### config.mk
export PLATFORM = sky130hd
export DESIGN_NAME = serial_frame_rx_ctrl
export DESIGN_NICKNAME = d
export VERILOG_FILES = /design/src/rtl/serial_rx_pkg.sv /design/src/rtl/bit_tick_counter.sv /design/src/rtl/serial_frame_rx_ctrl.sv
export SDC_FILE = /design/constraint.sdc
export NUM_CORES = 1
export LEC_CHECK = 0
export ABC_AREA = 0
export ABC_CLOCK_PERIOD_IN_PS = 8400
export CAP_MARGIN = 20
export CORE_UTILIZATION = 60
export CTS_BUF_LIST = sky130_fd_sc_hd__clkbuf_4 sky130_fd_sc_hd__clkbuf_8
export CTS_CLUSTER_DIAMETER = 120
export DETAILED_ROUTE_END_ITERATION = 8
export GPL_ROUTABILITY_DRIVEN = 0
export PLACE_DENSITY_LB_ADDON = 0.1
export SYNTH_ARGS = -nofsm -noshare
export SYNTH_HDL_FRONTEND = slang
export SYNTH_HIERARCHICAL = 1
export SYNTH_SLANG_ARGS = --single-unit
### constraint.sdc
create_clock -name clk -period 8.4 [get_ports clk]
set_clock_uncertainty 0.2 [all_clocks]
set_input_delay 2.52 -clock clk [delete_from_list [all_inputs] [get_ports clk]]
set_output_delay 2.52 -clock clk [all_outputs]
set_load 0.05 [all_outputs]
### src/rtl/serial_rx_pkg.sv
// Shared types and defaults for the serial frame receive controller.
// Holds the FSM state encoding and the default bit timing / frame width.
package serial_rx_pkg;

    localparam int unsigned DIVISOR_DEFAULT   = 500;
    localparam int unsigned DATA_BITS_DEFAULT = 5;

    typedef enum logic [1:0] {
        IDLE  = 2'd0,
        START = 2'd1,
        DATA  = 2'd2,
        STOP  = 2'd3
    } rx_state_e;

endpackage

### src/rtl/bit_tick_counter.sv
// Loadable down-counter that produces a clock-enable tick for mid-bit sampling.
// It parks at zero (tick held) until the controller reloads it.
module bit_tick_counter #(
    parameter int unsigned CNT_W = 9
) (
    input  logic             clk,
    input  logic             rst,
    input  logic             load,
    input  logic [CNT_W-1:0] load_val,
    output logic             tick
);

    logic [CNT_W-1:0] cnt_q;
    logic [CNT_W-1:0] cnt_d;

    always_comb begin
        cnt_d = cnt_q;
        if (load) begin
            cnt_d = load_val;
        end else if (cnt_q != '0) begin
            cnt_d = cnt_q - CNT_W'(1);
        end
    end

    always_ff @(posedge clk or posedge rst) begin
        if (rst) begin
            cnt_q <= '0;
        end else begin
            cnt_q <= cnt_d;
        end
    end

    // Tick is a pure decode of the count register, so it is glitch-free.
    assign tick = (cnt_q == '0);

endmodule

### src/rtl/serial_frame_rx_ctrl.sv
// Serial frame receiver: start detect, mid-bit sampling, stop check and
// valid/ready presentation of the captured frame (first bit at MSB).
module serial_frame_rx_ctrl
    import serial_rx_pkg::*;
#(
    parameter int unsigned DIVISOR   = DIVISOR_DEFAULT,
    parameter int unsigned DATA_BITS = DATA_BITS_DEFAULT
) (
    input  logic                 clk,
    input  logic                 rst,
    input  logic                 data_in,
    input  logic                 out_ready,
    output logic [DATA_BITS-1:0] out_data,
    output logic                 out_valid,
    output logic                 busy,
    output logic                 frame_err,
    output logic                 overrun
);

    localparam int unsigned CNT_W = $clog2(DIVISOR);
    localparam int unsigned BC_W  = $clog2(DATA_BITS + 1);

    localparam logic [CNT_W-1:0] HALF_LOAD = CNT_W'(DIVISOR / 2 - 1);
    localparam logic [CNT_W-1:0] FULL_LOAD = CNT_W'(DIVISOR - 1);
    localparam logic [BC_W-1:0]  LAST_BIT  = BC_W'(DATA_BITS - 1);

    rx_state_e state_q, state_d;

    logic                 rx_meta_q;
    logic                 rx_s_q;
    logic [DATA_BITS-1:0] sr_q, sr_d;
    logic [BC_W-1:0]      bit_cnt_q, bit_cnt_d;
    logic [DATA_BITS-1:0] out_data_q, out_data_d;
    logic                 out_valid_q, out_valid_d;
    logic                 busy_q, busy_d;
    logic                 frame_err_q, frame_err_d;
    logic                 overrun_q, overrun_d;

    logic             tick;
    logic             cnt_load;
    logic [CNT_W-1:0] cnt_load_val;

    // Two-flop synchronizer; idle line level is high.
    always_ff @(posedge clk or posedge rst) begin
        if (rst) begin
            rx_meta_q <= 1'b1;
            rx_s_q    <= 1'b1;
        end else begin
            rx_meta_q <= data_in;
            rx_s_q    <= rx_meta_q;
        end
    end

    bit_tick_counter #(
        .CNT_W (CNT_W)
    ) u_tick (
        .clk      (clk),
        .rst      (rst),
        .load     (cnt_load),
        .load_val (cnt_load_val),
        .tick     (tick)
    );

    always_comb begin
        state_d      = state_q;
        sr_d         = sr_q;
        bit_cnt_d    = bit_cnt_q;
        out_data_d   = out_data_q;
        out_valid_d  = out_valid_q && !out_ready;
        frame_err_d  = 1'b0;
        overrun_d    = 1'b0;
        cnt_load     = 1'b0;
        cnt_load_val = FULL_LOAD;

        case (state_q)
            IDLE: begin
                if (!rx_s_q) begin
                    state_d      = START;
                    cnt_load     = 1'b1;
                    cnt_load_val = HALF_LOAD;
                end
            end
            START: begin
                if (tick) begin
                    if (!rx_s_q) begin
                        state_d   = DATA;
                        bit_cnt_d = '0;
                        cnt_load  = 1'b1;
                    end else begin
                        state_d = IDLE;
                    end
                end
            end
            DATA: begin
                if (tick) begin
                    sr_d      = DATA_BITS'({sr_q, rx_s_q});
                    bit_cnt_d = bit_cnt_q + BC_W'(1);
                    cnt_load  = 1'b1;
                    if (bit_cnt_q == LAST_BIT) begin
                        state_d = STOP;
                    end
                end
            end
            STOP: begin
                if (tick) begin
                    state_d = IDLE;
                    if (rx_s_q) begin
                        // A pending frame may be replaced only if accepted in this same cycle.
                        if (!out_valid_q || out_ready) begin
                            out_data_d  = sr_q;
                            out_valid_d = 1'b1;
                        end else begin
                            overrun_d = 1'b1;
                        end
                    end else begin
                        frame_err_d = 1'b1;
                    end
                end
            end
            default: begin
                state_d = IDLE;
            end
        endcase

        busy_d = (state_d != IDLE);
    end

    always_ff @(posedge clk or posedge rst) begin
        if (rst) begin
            state_q     <= IDLE;
            sr_q        <= '0;
            bit_cnt_q   <= '0;
            out_data_q  <= '0;
            out_valid_q <= 1'b0;
            busy_q      <= 1'b0;
            frame_err_q <= 1'b0;
            overrun_q   <= 1'b0;
        end else begin
            state_q     <= state_d;
            sr_q        <= sr_d;
            bit_cnt_q   <= bit_cnt_d;
            out_data_q  <= out_data_d;
            out_valid_q <= out_valid_d;
            busy_q      <= busy_d;
            frame_err_q <= frame_err_d;
            overrun_q   <= overrun_d;
        end
    end

    assign out_data  = out_data_q;
    assign out_valid = out_valid_q;
    assign busy      = busy_q;
    assign frame_err = frame_err_q;
    assign overrun   = overrun_q;

endmodule
==> impl_metrics.json, run 1 <==
{
  "design_area_sq_um": 1660,
  "critPathSlowestCell": "clkdlybuf4s50_1",
  "fin_nets": 165,
  "drive_gt1_frac": 0.138,
  "clock_latency_ps": 320,
  "root_buffer": "clkbuf_4",
  "cp.arrival_ps": 1490,
  "syn_area_sq_um": 1440,
  "ys_seq_elements": 30,
  "boundaryPins": 13,
  "numClockSinks": 30,
  "syn_inst": 139,
  "setup.worst_path.start_class": "flop",
  "wl_per_cell_um": 14.6,
  "relSlewSlack": 0.493,
  "synth-edff-count": 0,
  "drv_slew": 0,
  "ant_nets": 0,
  "cts_hold_buffers": 0,
  "synthToLayoutAreaGrowth_pct": 15.1,
  "vias": 1111,
  "synthArstFlopShare": 1.00,
  "r2r_start": "u_tick/cnt_q[0]",
  "timing.critical_path.fanout_max": 2,
  "worst_pin_slew_ps": 760,
  "antenna_cells": 0,
  "r2r_slack_ps": 4790,
  "hold_path_class": "flop to flop",
  "port_buffers": 12,
  "setup_tns_ps": 0,
  "cpLargestDelayFamily": "buffers and inverters",
  "fp.dieH_um": 51.0,
  "core_sq_um": 2230,
  "crit_buf_inv": 1,
  "p_leak_nw": 0.721,
  "period_share": 0.501,
  "max_freq_ghz": 0.237,
  "cts.reportedPaths.clkPinSlew_ps": 100,
  "yosysWarnings": 6,
  "grt_pass1_vias": 1047,
  "synth_common_cells": "dfrtp_1, inv_1, nand2_1, nor2_1, a21oi_1",
  "cts_tree": "done",
  "yosysSeqAreaShare": 0.523,
  "synthDistinctLibCells": 42,
  "cts_max_path_buffers": 2,
  "grt-ovfl-total": 0,
  "final_hold_viol_count": 0,
  "rows": 17,
  "grt_first_pass_wirelength_um": 4500,
  "wl_um": 2730,
  "hp-start": "rx_meta_q",
  "r2r_cells": 10,
  "layout_min_cycle_time_ps": 4210,
  "antenna_found_initial": 0,
  "avgSynthCellArea_sq_um": 10.4,
  "die_area_sq_um": 2600,
  "cp_data_required_time_ps": 5680,
  "synth_top_cell_by_area": "dfrtp_1",
  "cp-end-kind": "output pin",
  "yosysMostFrequentCell": "dfrtp_1",
  "dp_hpwl_um": 1930,
  "cts_setup_buffers": 0,
  "dpl_cell_area_sq_um": 1590,
  "cts_resized": 0,
  "drtIter0Drc": 34,
  "ys.flop_type": "dfrtp_1",
  "power_w": 0.000432,
  "worstPathCellList": "clkdlybuf4s50_1",
  "maxCapViolations": 0,
  "rsz0062_at_grt": "no",
  "initial_utilization": 0.645,
  "dp.cells": 179,
  "die_w_um": 51.0,
  "firstDrtPassIters": 4,
  "layoutNonFillerInstCount": 187,
  "setup_violations": 0,
  "drc": 0,
  "hold_path_depth": 0,
  "status": "finished, final reports clean",
  "powerDensity_nw_per_um2": 261,
  "ctsHtreeMaxLevel": 2,
  "vdd_ir_drop_max_uv": 186,
  "gr-usage-all-layers": 0.241,
  "vias_per_cell": 5.94,
  "min_to": "rx_s_q",
  "criticalPathCategory": "flop to output pin",
  "slowest_delay_ps": 810,
  "synth_top_area_frac": 0.487,
  "synth.area.top_cells": "dfrtp_1, mux2_1, mux2_2",
  "cts-buffers-inserted": 5,
  "grt_max_degree": 22,
  "r2r-end": "u_tick/cnt_q[7]"
}
## layer usage
| metal | GRT usage | part of all wire | up-vias |
|---|---|---|---|
| met5 | 0 | 0 | - |
| met4 | 0.106 | 0.0084 | 0 |
| met3 | 0.0774 | 0.051 | 4 |
| met1 | 0.278 | 0.41 | 547 |
| met2 | 0.408 | 0.53 | 37 |
| li1 | - | - | 523 |
## power breakdown
| part | total [W] | internal (W) | switching (W) |
|---|---|---|---|
| clock network | 0.0000904 | 0.0000402 | 0.0000502 |
| registers | 0.000218 | 0.000173 | 0.0000449 |
| logic | 0.000123 | 0.0000558 | 0.0000676 |
## how the worst max path moves through the flow
stage	from	end	slack (ps)	depth (start not counted)
2_1_floorplan	out_ready	out_data[0]	4930	3
3_3_place_gp	out_ready	out_data[2]	4450	4
3_5_place_dp	out_ready	out_data[3]	4430	4
4_1_cts	out_data[3]	out_data[3]	4160	1
5_1_grt	out_data[3]	out_data[3]	4120	1
6_report	out_data[3]	out_data[3]	4190	1
## worst reg2reg max path: stages, from the launching register on
cell and delay (ps):
dfrtp_1 430, inv_1 100, ha_1 240, or4b_1 590, nor2_1 490, and2b_2 310
nand2_2 140, nand2_1 440, nor4_1 120, o2111a_1 160, a211o_1 280
## cell families (layout without fill, tap and decap cells)
| kind of cell | count (synthesis) | in the layout | synth area share |
|---|---|---|---|
| compound gates | 27 | 27 | 0.131 |
| other cells | 2 | 6 | 0.00521 |
| mux | 11 | 11 | 0.0851 |
| flops | 30 | 30 | 0.523 |
| buf+inv | 16 | 32 | 0.0426 |
| fa+ha+maj | 3 | 3 | 0.0261 |
| xor+xnor | 2 | 2 | 0.0122 |
| simple gates | 48 | 48 | 0.175 |
## placed cells by master, fill, tap and decap left out, types with 6 or more instances in the layout
master	count
a21oi_1	6
clkdlybuf4s50_1	12
conb_1	6
dfrtp_1	28
inv_1	12
nand2_1	12
nor2_1	12
## per-stage QoR
step | utilization | setup slack (ps) | hold WS, ps
global route | 0.742 | 4120 | 169
detailed placement | 0.714 | 4430 | 151
CTS | 0.742 | 4160 | 165
floorplan | - | 4930 | 145
global placement | 0.714 | 4450 | 148
finish | 0.742 | 4190 | 172
## cell type report
cell class / count / area (sq um)
Fill cell: 165 / 576
Multi-Input combinational cell: 97 / 641
Tap cell: 28 / 35.0
Inverter: 12 / 45.0
Clock buffer: 6 / 51.3
Clock inverter: 2 / 12.5
Sequential cell: 30 / 753
Timing Repair Buffer: 12 / 120
## flip-flops by register name, summed over array words and instances (netlist names)
register	cells
u_tick/cnt_q	9
out_data	5
sr_q	5
bit_cnt_q	3
state_q	2
busy	1
frame_err	1
out_valid	1
overrun	1
rx_meta_q	1
rx_s_q	1
Power figures use the tool's default switching activity.
==> run 2, diff against run 1 <==
--- a/config.mk
+++ b/config.mk
@@ -6,9 +6,9 @@
 export NUM_CORES = 1
 export LEC_CHECK = 0
 export ABC_AREA = 0
-export ABC_CLOCK_PERIOD_IN_PS = 8400
+export ABC_CLOCK_PERIOD_IN_PS = 4000
 export CAP_MARGIN = 20
-export CORE_UTILIZATION = 60
+export CORE_UTILIZATION = 59
 export CTS_BUF_LIST = sky130_fd_sc_hd__clkbuf_4 sky130_fd_sc_hd__clkbuf_8
 export CTS_CLUSTER_DIAMETER = 120
 export DETAILED_ROUTE_END_ITERATION = 8
==> constraint.sdc (replaced) <==
create_clock -name clk -period 4 [get_ports clk]
set_clock_uncertainty 0.2 [all_clocks]
set_input_delay 1.2 -clock clk [delete_from_list [all_inputs] [get_ports clk]]
set_output_delay 1.2 -clock clk [all_outputs]
set_load 0.05 [all_outputs]
==> run 2 against run 1 <==
Effect of this change: first-iteration DRC count increased by 5.9%; hold slack got worse by 7.9 ps; critical path depth increased by 10; highest routed layer unchanged.
==> impl_metrics.json, run 2 (synthesis gave the netlist of run 1 again) <==
{
  "period_share": 0.805,
  "port_buffers": 12,
  "wl_per_cell_um": 14.5,
  "power_w": 0.000960,
  "worst_pin_slew_ps": 782,
  "drc": 0,
  "cp.arrival_ps": 3250,
  "core_sq_um": 2250,
  "vdd_ir_drop_max_uv": 590,
  "fin_nets": 166,
  "clock_latency_ps": 340,
  "criticalPathCategory": "flop to flop",
  "cts_resized": 0,
  "grt_use_met3": 0.0923,
  "slowest_delay_ps": 580,
  "grt-ovfl-total": 0,
  "ff_latch_area_sq_um": 753,
  "die_area_sq_um": 2640,
  "relSlewSlack": 0.478,
  "fp.dieH_um": 51.4,
  "met2_usage": 0.370,
  "layout_min_cycle_time_ps": 3220,
  "cp-end-kind": "flop",
  "worstPathCellList": "inv_1 -> ha_1 -> or4b_1 -> nor2_1 -> buf_4 -> and2b_2 -> nand2_2 -> nand2_1 -> nor4_1 -> o2111a_1 -> a211o_1",
  "cts.reportedPaths.clkPinSlew_ps": 100,
  "fill_cells": 167,
  "setup.worst_path.start_class": "flop",
  "grt_busiest_layer": "met2",
  "dp.cells": 180,
  "largest_reg_flops": 9,
  "grt_first_pass_wirelength_um": 4570,
  "drv_slew": 0,
  "root_buffer": "clkbuf_4",
  "rsz0062_at_grt": "no",
  "setup_violations": 0,
  "grt_max_degree": 22,
  "layoutNonFillerInstCount": 188,
  "gr-usage-all-layers": 0.243,
  "ant_nets": 0,
  "final_hold_viol_count": 0,
  "cts_tree": "done",
  "initial_utilization": 0.639,
  "dp_hpwl_um": 1970,
  "timing.critical_path.fanout_max": 17,
  "vias_per_cell": 5.76,
  "drtIter0Drc": 36,
  "drive_gt1_frac": 0.144,
  "multi_input_area_sq_um": 641,
  "vias": 1083,
  "cp_data_required_time_ps": 4030,
  "die_w_um": 51.4,
  "powerDensity_nw_per_um2": 572,
  "rows": 17,
  "boundaryPins": 13,
  "p_leak_nw": 0.737,
  "cts-buffers-inserted": 5,
  "grt_pass1_vias": 1040,
  "max_freq_ghz": 0.310,
  "antenna_found_initial": 0,
  "status": "finished, final reports clean",
  "hold_path_class": "flop to flop",
  "setup_tns_ps": 0,
  "most-common-layout-cells": "dfrtp_1, nand2_1, nor2_1, inv_1, clkdlybuf4s50_1",
  "maxCapViolations": 0,
  "cts_setup_buffers": 0,
  "wl_um": 2730,
  "numClockSinks": 30,
  "largest_register": "u_tick/cnt_q",
  "cpLargestDelayFamily": "simple AND/OR/NAND/NOR gates",
  "finalHoldWorstSlack_ps": 165,
  "synthToLayoutAreaGrowth_pct": 16.6,
  "use_met1": 0.302,
  "firstDrtPassIters": 4,
  "ctsHtreeMaxLevel": 2,
  "cts_max_path_buffers": 2,
  "cts_hold_buffers": 0,
  "critPathSlowestCell": "or4b_1",
  "crit_buf_inv": 2,
  "final_common_cell": "dfrtp_1",
  "antenna_cells": 0
}
run 2: cell count changes in the layout (fill, tap and decap cells not counted), sizes merged:
cell	delta
buf	+1
bufinv	+1
clkbuf	-1
clkinv	+1
clkinvlp	-1
run 2: final cells by class:
type                       instances  share of cell area
clock buffer                       5              0.0224
clock inverter                     3              0.0238
inverter                          12              0.0268
multi-input combinational         97               0.382
sequential                        30               0.449
tap                               28              0.0209
timing repair buffer              13              0.0760
run 2: report_power, final:
part / internal, W / leakage (nW) / total, W / switching, W
Clock: 0.000129 / 0.0450 / 0.000235 / 0.000106
Sequential: 0.000364 / 0.384 / 0.000460 / 0.0000952
Combinational: 0.000117 / 0.309 / 0.000265 / 0.000148
Total: 0.000611 / 0.737 / 0.000960 / 0.000349
run 2: layer usage:
| layer | routed length [um] | part of all wire |
|---|---|---|
| met1 | 1270 | 0.46 |
| met2 | 1250 | 0.46 |
| met3 | 156 | 0.057 |
| met4 | 60 | 0.022 |
| met5 | 0 | 0 |
run 2: final timing paths:
path | startpoint | end | slack (ps) | depth (start not counted)
max in group asynchronous | rst | state_q[0] | 1950 | 2
hold reg to reg | rx_meta_q | rx_s_q | 160 | 0
hold / removal | rx_meta_q | rx_s_q | 160 | 0
min in group asynchronous | rst | u_tick/cnt_q[7] | 960 | 2
setup / recovery | u_tick/cnt_q[0] | u_tick/cnt_q[7] | 780 | 11
setup reg to reg | u_tick/cnt_q[0] | u_tick/cnt_q[7] | 780 | 11
run 2: through the flow:
stage,cell area [sq um],setup slack (ps),utilization
floorplan,1460,1030,-
global placement,1600,955,0.710
detailed placement,1600,822,0.710
CTS,1680,811,0.745
global route,1680,550,0.745
finish,1680,778,0.745
==> run 3, diff against run 2 <==
--- a/config.mk
+++ b/config.mk
@@ -6,7 +6,7 @@
 export NUM_CORES = 1
 export LEC_CHECK = 0
 export ABC_AREA = 0
-export ABC_CLOCK_PERIOD_IN_PS = 4000
+export ABC_CLOCK_PERIOD_IN_PS = 3190
 export CAP_MARGIN = 20
 export CORE_UTILIZATION = 59
 export CTS_BUF_LIST = sky130_fd_sc_hd__clkbuf_4 sky130_fd_sc_hd__clkbuf_8
==> constraint.sdc (replaced) <==
create_clock -name clk -period 3.19 [get_ports clk]
set_clock_uncertainty 0.2 [all_clocks]
set_input_delay 0.957 -clock clk [delete_from_list [all_inputs] [get_ports clk]]
set_output_delay 0.957 -clock clk [all_outputs]
set_load 0.05 [all_outputs]
==> run 3 against run 2 <==
Effect of this change: hold slack better by 1.9 ps; critical path depth is 1 lower; first-iteration DRC count is 11% lower; cell count is 0.53% higher; highest routed layer unchanged; die area stayed put; global-route usage is 2.0 points higher; register-to-register slack worse by 550 ps; largest power group unchanged; critical endpoint unchanged; clock power is 68% higher; setup slack worse by 550 ps.
==> impl_metrics.json, run 3 (synthesis gave the netlist of run 1 again) <==
{
  "status": "finished, final reports clean",
  "maxCapViolations": 0,
  "vias_per_cell": 5.71,
  "cts_setup_buffers": 0,
  "cts_max_path_buffers": 2,
  "layoutNonFillerInstCount": 189,
  "root_buffer": "clkbuf_4",
  "grt_use_met3": 0.0655,
  "cp_data_required_time_ps": 3200,
  "criticalPathCategory": "flop to flop",
  "layout_min_cycle_time_ps": 2960,
  "vias": 1079,
  "drc": 0,
  "synthToLayoutAreaGrowth_pct": 19.5,
  "max_freq_ghz": 0.337,
  "hold_path_class": "flop to flop",
  "setup_ws_ps": 226,
  "die_area_sq_um": 2640,
  "boundaryPins": 13,
  "cts_resized": 0,
  "gr-usage-all-layers": 0.263,
  "largest_reg_flops": 9,
  "numClockSinks": 30,
  "powerDensity_nw_per_um2": 759,
  "dp_hpwl_um": 1960,
  "setup.worst_path.start_class": "flop",
  "fp.dieH_um": 51.4,
  "ant_nets": 0,
  "ctsHtreeMaxLevel": 2,
  "core_sq_um": 2250,
  "grt_pass1_vias": 1053,
  "final_hold_viol_count": 0,
  "largest_register": "u_tick/cnt_q",
  "antenna_cells": 0,
  "finalHoldWorstSlack_ps": 166,
  "wl_um": 2830,
  "drv_slew": 0,
  "port_buffers": 12,
  "die_w_um": 51.4,
  "initial_utilization": 0.639,
  "p_leak_nw": 0.756,
  "drtIter0Drc": 32,
  "cp.arrival_ps": 2980,
  "firstDrtPassIters": 5,
  "clock_latency_ps": 330,
  "grt_max_degree": 22,
  "use_met1": 0.335,
  "grt_busiest_layer": "met2",
  "dp.cells": 181,
  "cts-buffers-inserted": 5,
  "most-common-layout-cells": "dfrtp_1, nand2_1, nor2_1, inv_1, clkdlybuf4s50_1",
  "setup_tns_ps": 0,
  "wl_per_cell_um": 14.9,
  "relSlewSlack": 0.484,
  "drive_gt1_frac": 0.149,
  "cts_hold_buffers": 0,
  "worst_pin_slew_ps": 773,
  "grt_first_pass_wirelength_um": 4800,
  "final_common_cell": "dfrtp_1",
  "cts.reportedPaths.clkPinSlew_ps": 100,
  "preCtsSetupSlack_ps": 265,
  "setup_violations": 0,
  "met2_usage": 0.398,
  "vdd_ir_drop_max_uv": 675,
  "cp-end-kind": "flop",
  "fin_nets": 167,
  "rows": 17,
  "rsz0062_at_grt": "no",
  "antenna_found_initial": 0,
  "grt-ovfl-total": 0,
  "timing.critical_path.fanout_max": 6,
  "period_share": 0.929,
  "cts_tree": "done"
}
-- run 3: cell type report --
cell class / count / area, sq um
inverters: 12 / 45.0
fillers: 166 / 534
well taps: 28 / 35.0
multi-input cells: 97 / 641
flip-flops and latches: 30 / 753
clock inverters: 2 / 60.1
clock buffers: 6 / 51.3
repair buffers: 14 / 135
-- run 3: worst max-delay path: stages, from the launching register on --
cell,delay (ps)
dfrtp_1,410
inv_1,90
ha_1,230
or4b_1,570
nor2_1,270
and2b_2,260
nand2_2,140
nand2_1,200
nor4_1,80
o2111a_1,140
a211o_1,260
-- run 3: metrics by stage --
step                instance area, sq um  total power, W  utilization
floorplan                           1460        0.000813            -
global placement                    1610        0.000884        0.714
detailed placement                  1610        0.000902        0.714
CTS                                 1720         0.00131        0.763
global route                        1720         0.00138        0.763
finish                              1720         0.00131        0.763
-- run 3: report_power, final --
part,internal (W),total [W],switching [W]
Clock,0.000266,0.000395,0.000129
Sequential,0.000457,0.000574,0.000117
Combinational,0.000150,0.000337,0.000187
Total,0.000873,0.00131,0.000433
-- run 3: routing by layer --
| layer | vias up | wire [um] |
|---|---|---|
| li1 | 526 | - |
| met1 | 515 | 1350 |
| met2 | 30 | 1290 |
| met3 | 8 | 115 |
| met4 | 0 | 74 |
| met5 | - | 0 |
-- run 3: worst paths after layout --
path	from	to	slack, ps	depth (start not counted)
worst max-delay path	u_tick/cnt_q[0]	u_tick/cnt_q[7]	230	10
worst min-delay path	rx_meta_q	rx_s_q	170	0
worst max register to register	u_tick/cnt_q[0]	u_tick/cnt_q[7]	230	10
worst min register to register	rx_meta_q	rx_s_q	170	0
max in group asynchronous	rst	bit_cnt_q[1]	1410	2
min in group asynchronous	rst	u_tick/cnt_q[5]	720	2
